[src/rtl/hamming_pkg.sv]
// Shared types and elaboration-time helpers for the serial Hamming/SECDED codec.
package hamming_pkg;

  typedef enum logic [1:0] {
    IDLE    = 2'd0,
    COLLECT = 2'd1,
    ENCODE  = 2'd2,
    SEND    = 2'd3
  } state_e;

  function automatic int n_of(input int r);
    return 1 << r;
  endfunction

  function automatic int k_of(input int r);
    return (1 << r) - r - 1;
  endfunction

  function automatic bit is_pow2(input int idx);
    int c;
    c = 0;
    for (int b = 0; b < 32; b++) c += (idx >> b) & 1;
    return c == 1;
  endfunction

  // j-th codeword position that is neither 0 nor a power of two
  function automatic int data_pos(input int j);
    int seen;
    int pos;
    seen = 0;
    pos  = 0;
    for (int p = 3; p < 128; p++) begin
      if (!is_pow2(p)) begin
        if (seen == j) pos = p;
        seen++;
      end
    end
    return pos;
  endfunction

  // positions 1..2^r-1 whose index has bit i set
  function automatic logic [63:0] cover_mask(input int r, input int i);
    logic [63:0] m;
    m = '0;
    for (int idx = 1; idx < (1 << r); idx++)
      if (((idx >> i) & 1) == 1) m[idx] = 1'b1;
    return m;
  endfunction

endpackage

[src/rtl/hamming_parity_gen.sv]
// Fills Hamming parity (positions 2^i) and optional overall parity (position 0).
// Parity positions of the input are included, so a received word yields its syndrome.
module hamming_parity_gen
  import hamming_pkg::*;
#(
  parameter int R        = 4,
  parameter bit EXTENDED = 1'b1,
  localparam int N       = 1 << R
)(
  input  logic [N-1:0] placed,
  output logic [N-1:0] cw
);

  logic [N-1:1] body;

  for (genvar idx = 1; idx < N; idx++) begin : g_pos
    if (is_pow2(idx)) begin : g_par
      localparam logic [63:0] COVER = cover_mask(R, $clog2(idx));
      assign body[idx] = ^(placed & COVER[N-1:0]);
    end else begin : g_dat
      assign body[idx] = placed[idx];
    end
  end

  assign cw[N-1:1] = body;
  assign cw[0]     = EXTENDED ? (^body ^ placed[0]) : 1'b0;

endmodule

[src/rtl/hamming_secded_ser_enc.sv]
// Serial extended-Hamming encoder: collect K bits, encode in one cycle,
// then stream the codeword out under valid/ready.
module hamming_secded_ser_enc
  import hamming_pkg::*;
#(
  parameter int R        = 4,
  parameter bit EXTENDED = 1'b1,
  localparam int N       = n_of(R),
  localparam int K       = k_of(R),
  localparam int CW      = $clog2(N)
)(
  input  logic         clk,
  input  logic         rst_n,
  input  logic         din,
  input  logic         din_valid,
  output logic         din_ready,
  output logic         dout,
  output logic         dout_valid,
  input  logic         dout_ready,
  output logic         dout_sof,
  output logic         dout_eof,
  output logic [N-1:0] codeword,
  output logic         cw_valid,
  output logic         busy
);

  localparam logic [CW-1:0] START  = EXTENDED ? CW'(0) : CW'(1);
  localparam logic [CW-1:0] LAST_D = CW'(K - 1);
  localparam logic [CW-1:0] LAST_P = CW'(N - 1);

  state_e          state_q, state_d;
  logic [CW-1:0]   cnt_q, cnt_d;
  logic [K-1:0]    data_q;
  logic            live_q;
  logic            accept;
  logic [N-1:0]    placed;
  logic [N-1:0]    cw_gen;

  // live_q keeps din_ready low until the first edge after reset release
  assign din_ready  = live_q & ((state_q == IDLE) | (state_q == COLLECT));
  assign accept     = din_valid & din_ready;
  assign dout_valid = (state_q == SEND);
  assign dout       = dout_valid & codeword[cnt_q];
  assign dout_sof   = dout_valid & (cnt_q == START);
  assign dout_eof   = dout_valid & (cnt_q == LAST_P);
  assign busy       = (state_q != IDLE);

  for (genvar j = 0; j < K; j++) begin : g_data
    assign placed[data_pos(j)] = data_q[j];
  end
  for (genvar i = 0; i < R; i++) begin : g_hole
    assign placed[1 << i] = 1'b0;
  end
  assign placed[0] = 1'b0;

  hamming_parity_gen #(
    .R        (R),
    .EXTENDED (EXTENDED)
  ) u_par (
    .placed (placed),
    .cw     (cw_gen)
  );

  always_comb begin
    state_d = state_q;
    cnt_d   = cnt_q;
    unique case (state_q)
      IDLE, COLLECT: begin
        if (accept) begin
          if (cnt_q == LAST_D) begin
            state_d = ENCODE;
            cnt_d   = '0;
          end else begin
            state_d = COLLECT;
            cnt_d   = cnt_q + 1'b1;
          end
        end
      end
      ENCODE: begin
        state_d = SEND;
        cnt_d   = START;
      end
      SEND: begin
        if (dout_ready) begin
          if (cnt_q == LAST_P) begin
            state_d = IDLE;
            cnt_d   = '0;
          end else begin
            cnt_d   = cnt_q + 1'b1;
          end
        end
      end
      default: begin
        state_d = IDLE;
        cnt_d   = '0;
      end
    endcase
  end

  always_ff @(posedge clk or negedge rst_n) begin
    if (!rst_n) begin
      state_q  <= IDLE;
      cnt_q    <= '0;
      data_q   <= '0;
      codeword <= '0;
      cw_valid <= 1'b0;
      live_q   <= 1'b0;
    end else begin
      state_q  <= state_d;
      cnt_q    <= cnt_d;
      live_q   <= 1'b1;
      cw_valid <= (state_q == ENCODE);
      // first accepted bit ends up in data_q[0] after K shifts
      if (accept) data_q <= K'({din, data_q} >> 1);
      if (state_q == ENCODE) codeword <= cw_gen;
    end
  end

endmodule

[config.mk]
export PLATFORM = sky130hd
export DESIGN_NAME = hamming_secded_ser_enc
export DESIGN_NICKNAME = d
export VERILOG_FILES = /design/src/rtl/hamming_pkg.sv /design/src/rtl/hamming_parity_gen.sv /design/src/rtl/hamming_secded_ser_enc.sv
export SDC_FILE = /design/constraint.sdc
export NUM_CORES = 1
export LEC_CHECK = 0
export ABC_AREA = 0
export CORE_MARGIN = 3
export CORE_UTILIZATION = 57
export DETAILED_ROUTE_END_ITERATION = 8
export PLACE_DENSITY = 0.84
export SLEW_MARGIN = 10
export SYNTH_ARGS = -nofsm -noshare
export SYNTH_HDL_FRONTEND = slang
export SYNTH_SLANG_ARGS = --single-unit
[constraint.sdc]
create_clock -name clk -period 3 [get_ports clk]
set_input_delay 0.6 -clock clk [delete_from_list [all_inputs] [get_ports clk]]
set_output_delay 0.6 -clock clk [all_outputs]
set_load 0.02 [all_outputs]
==> out/qor.csv <==
metric;value;unit
clk root buf;clkbuf_4;
die width;62.88;um
GRT Residual Overflow;0;
register share of total power;0.322;
top cells by count, synth;nand2_1 (50), dfrtp_1 (35), mux2_2 (11), xnor2_1 (8);
R2R cell count;4;
pin count of the biggest net entering global routing;36;
clk sinks;35;
Critical-path top delay cell;mux4_1;
Worst R2R Start;data_q[3];
gp weighted congestion;0.8842;
die height;62.88;um
Pre-Repair DR Iteration Count;4;
fmax;345.7;MHz
Slew Limit Fails;0;
YS warnings;0;
# setup viols final;0;
worst path bufs/invs;1;
Fin. Hold Viols;0;
Starting DRT DRC Count;70;
Initial Util;0.5992;
Clock Latency Late Sink;350;ps
Total Wirelength;3.939;mm
Routed WL per cell;16.48;um
Switching Power;0.001166;W
reg2reg end;codeword[0];
vias;1299;
clock share of power;0.089;
Stages on worst setup path;4;
Max Cap Viol;0;
Synth top area share;0.4749;
Pint;0.001811;W
number of global-route vias before repair;1351;
antenna fix cells;0;
worst vdd ir;0.001000;V
Buffers on Ports;27;
worst-margin pin slew;905.5;ps
Final Power;0.002977;W
CP Class;reg2out;
CP Max Fanout;6;
r2r setup slk;1190;ps
Synth area leaders;dfrtp_1 (47%), nand2_1 (10%), mux2_2 (6.7%), xnor3_1 (6.1%), mux4_1 (4.3%);
deepest clock path buffer count;2;
CTS buffer count;5;
antenna-violating nets left;0;
setup tns final;0;ps
global-route wire length before repair;6.575;mm
syn_nets;174;
Net Sw Frac;0.3917;
run status;complete, no violations;
CP Launch Type;register;
most frequent cell after synthesis;nand2_1;
TritonCTS clock tree;built;
Static Leak;1.092;nW
clock skew;12.42;ps
worst-path cell chain;mux4_1, mux4_2, and2_1, dlygate4sd2_1;
H-tree levels;2;
placed wire-length estimate;2.850;mm
CP endpoint kind;output pin;
cells after synthesis;166;
clock-pin slew on the worst setup and hold paths;110;ps
Yosys cell types;31;
die area;3954;um^2
Final Critical Period;2893;ps
nets@finish;203;
top_reg_cell synth;dfrtp_1;
Via density;5.435;
Setup crit start;cnt_q[0];
Post-Synthesis Mean Instance Area;11.11;um^2
Required @ worst endpoint;2400;ps
period utilisation layout;0.9644;
sequential share of the synthesized area;0.4749;
Comb pwr share;0.589;
Hold WS;541.2;ps
Async S/R FF share, synth;1.000;
Area Overhead vs Synth;19.67;%
Largest stage delay, worst path;560;ps
Hold Path Class;reg2reg;
I/O pin cnt;28;
CP endpoint;dout;
kind of cell adding the most delay to the critical path;multiplexers;
Post-synth EDFFs;0;
synthesized area;1844;um^2
initial antenna violation count;0;
Overall Global Routing Usage;0.2208;
Worst EP arrival;2290;ps
row cnt;20;
Post-route DRC;0;
unrepaired setup endpoints after global routing;false;
share of cells above drive strength 1;0.1436;
pwr dens;1349;nW/um^2
Yosys reg bits;35;
worst rel slew slack;0.3963;
leading area contributor after synthesis;dfrtp_1;
Core Region;3078;um^2
tightest hold or removal path, stage by stage, from the launching register on:
cell     delay, ps
dfrtp_1        400
nand2_1         60
nand2_1         60
routing by layer:
metal	GRT usage	up-vias	wire (um)
met3	0.05935	10	163
li1	-	609	-
met2	0.3742	34	2046
met5	0	-	0
met4	0.08264	0	85
met1	0.2684	646	1643
power groups by stage:
stage / Sequential [W] / Combinational (W) / Clock (W)
final: 0.000957 / 0.00175 / 0.000266
after global routing: 0.000993 / 0.00188 / 0.000295
after CTS: 0.000958 / 0.00176 / 0.000269
after detailed placement: 0.000971 / 0.00174 / 0
after global placement: 0.000948 / 0.00168 / 0
after floorplan: 0.000952 / 0.00127 / 0
sequential cells by signal (all words and copies together), names as in the netlist:
name and flops:
data_q 11, cnt_q 4, live_q 1, state_q 2, codeword 16, cw_valid 1
what timing repair did:
item,4_1_cts,5_1_grt
buffers inserted,2,0
hold buffers,0,0
gates resized for setup,2,0
setup endpoints to repair,1,0
how the worst min path moves through the flow:
stage	from	endpoint	slack, ps	depth (start not counted)
after global routing	codeword[2]	codeword[2]	580	2
final	codeword[2]	codeword[2]	540	2
after floorplan	rst_n	cnt_q[0]	300	0
after global placement	codeword[1]	codeword[1]	510	2
after detailed placement	codeword[2]	codeword[2]	520	2
after CTS	codeword[2]	codeword[2]	540	2
cells in the final DEF (no fill, tap or decap), types with 3 or more instances in the layout:
cell type / count
nand2_1: 50
dfrtp_1: 34
clkdlybuf4s50_1: 26
mux2_2: 11
xnor2_1: 8
o21ai_0: 7
xor2_1: 5
xnor3_1: 5
clkbuf_4: 5
inv_1: 4
buf_4: 4
or2_2: 3
mux4_1: 3
ha_1: 3
area by class of cell:
| cell class | count | area (um^2) |
|---|---|---|
| clock buffers | 6 | 51.30 |
| clock inverters | 1 | 5.005 |
| fillers | 233 | 870.8 |
| inverters | 4 | 15.01 |
| multi-input cells | 118 | 904.6 |
| flip-flops and latches | 35 | 877.1 |
| well taps | 44 | 55.05 |
| repair buffers | 31 | 299.0 |
logic make-up (layout without fill, tap and decap cells):
logic type | Yosys count | count (layout) | synth area share
simple gates | 65 | 65 | 0.1533
mux | 16 | 16 | 0.1343
xor+xnor | 19 | 19 | 0.1357
flops | 35 | 35 | 0.4749
buf+inv | 13 | 42 | 0.03460
fa+ha+maj | 3 | 3 | 0.02035
compound gates | 14 | 14 | 0.04477
other cells | 1 | 1 | 0.002033
through the flow:
stage	cell area [um^2]	utilization	worst slack, ps	std cells
6_report	2207	0.7171	106.9	239
5_1_grt	2207	0.7171	49.97	239
4_1_cts	2207	0.7171	88.75	239
3_5_place_dp	2136	0.6939	129.4	230
3_3_place_gp	2136	0.6939	197.2	230
2_1_floorplan	1844	-	734.9	166
No activity file was read; power rests on OpenSTA's default activity.
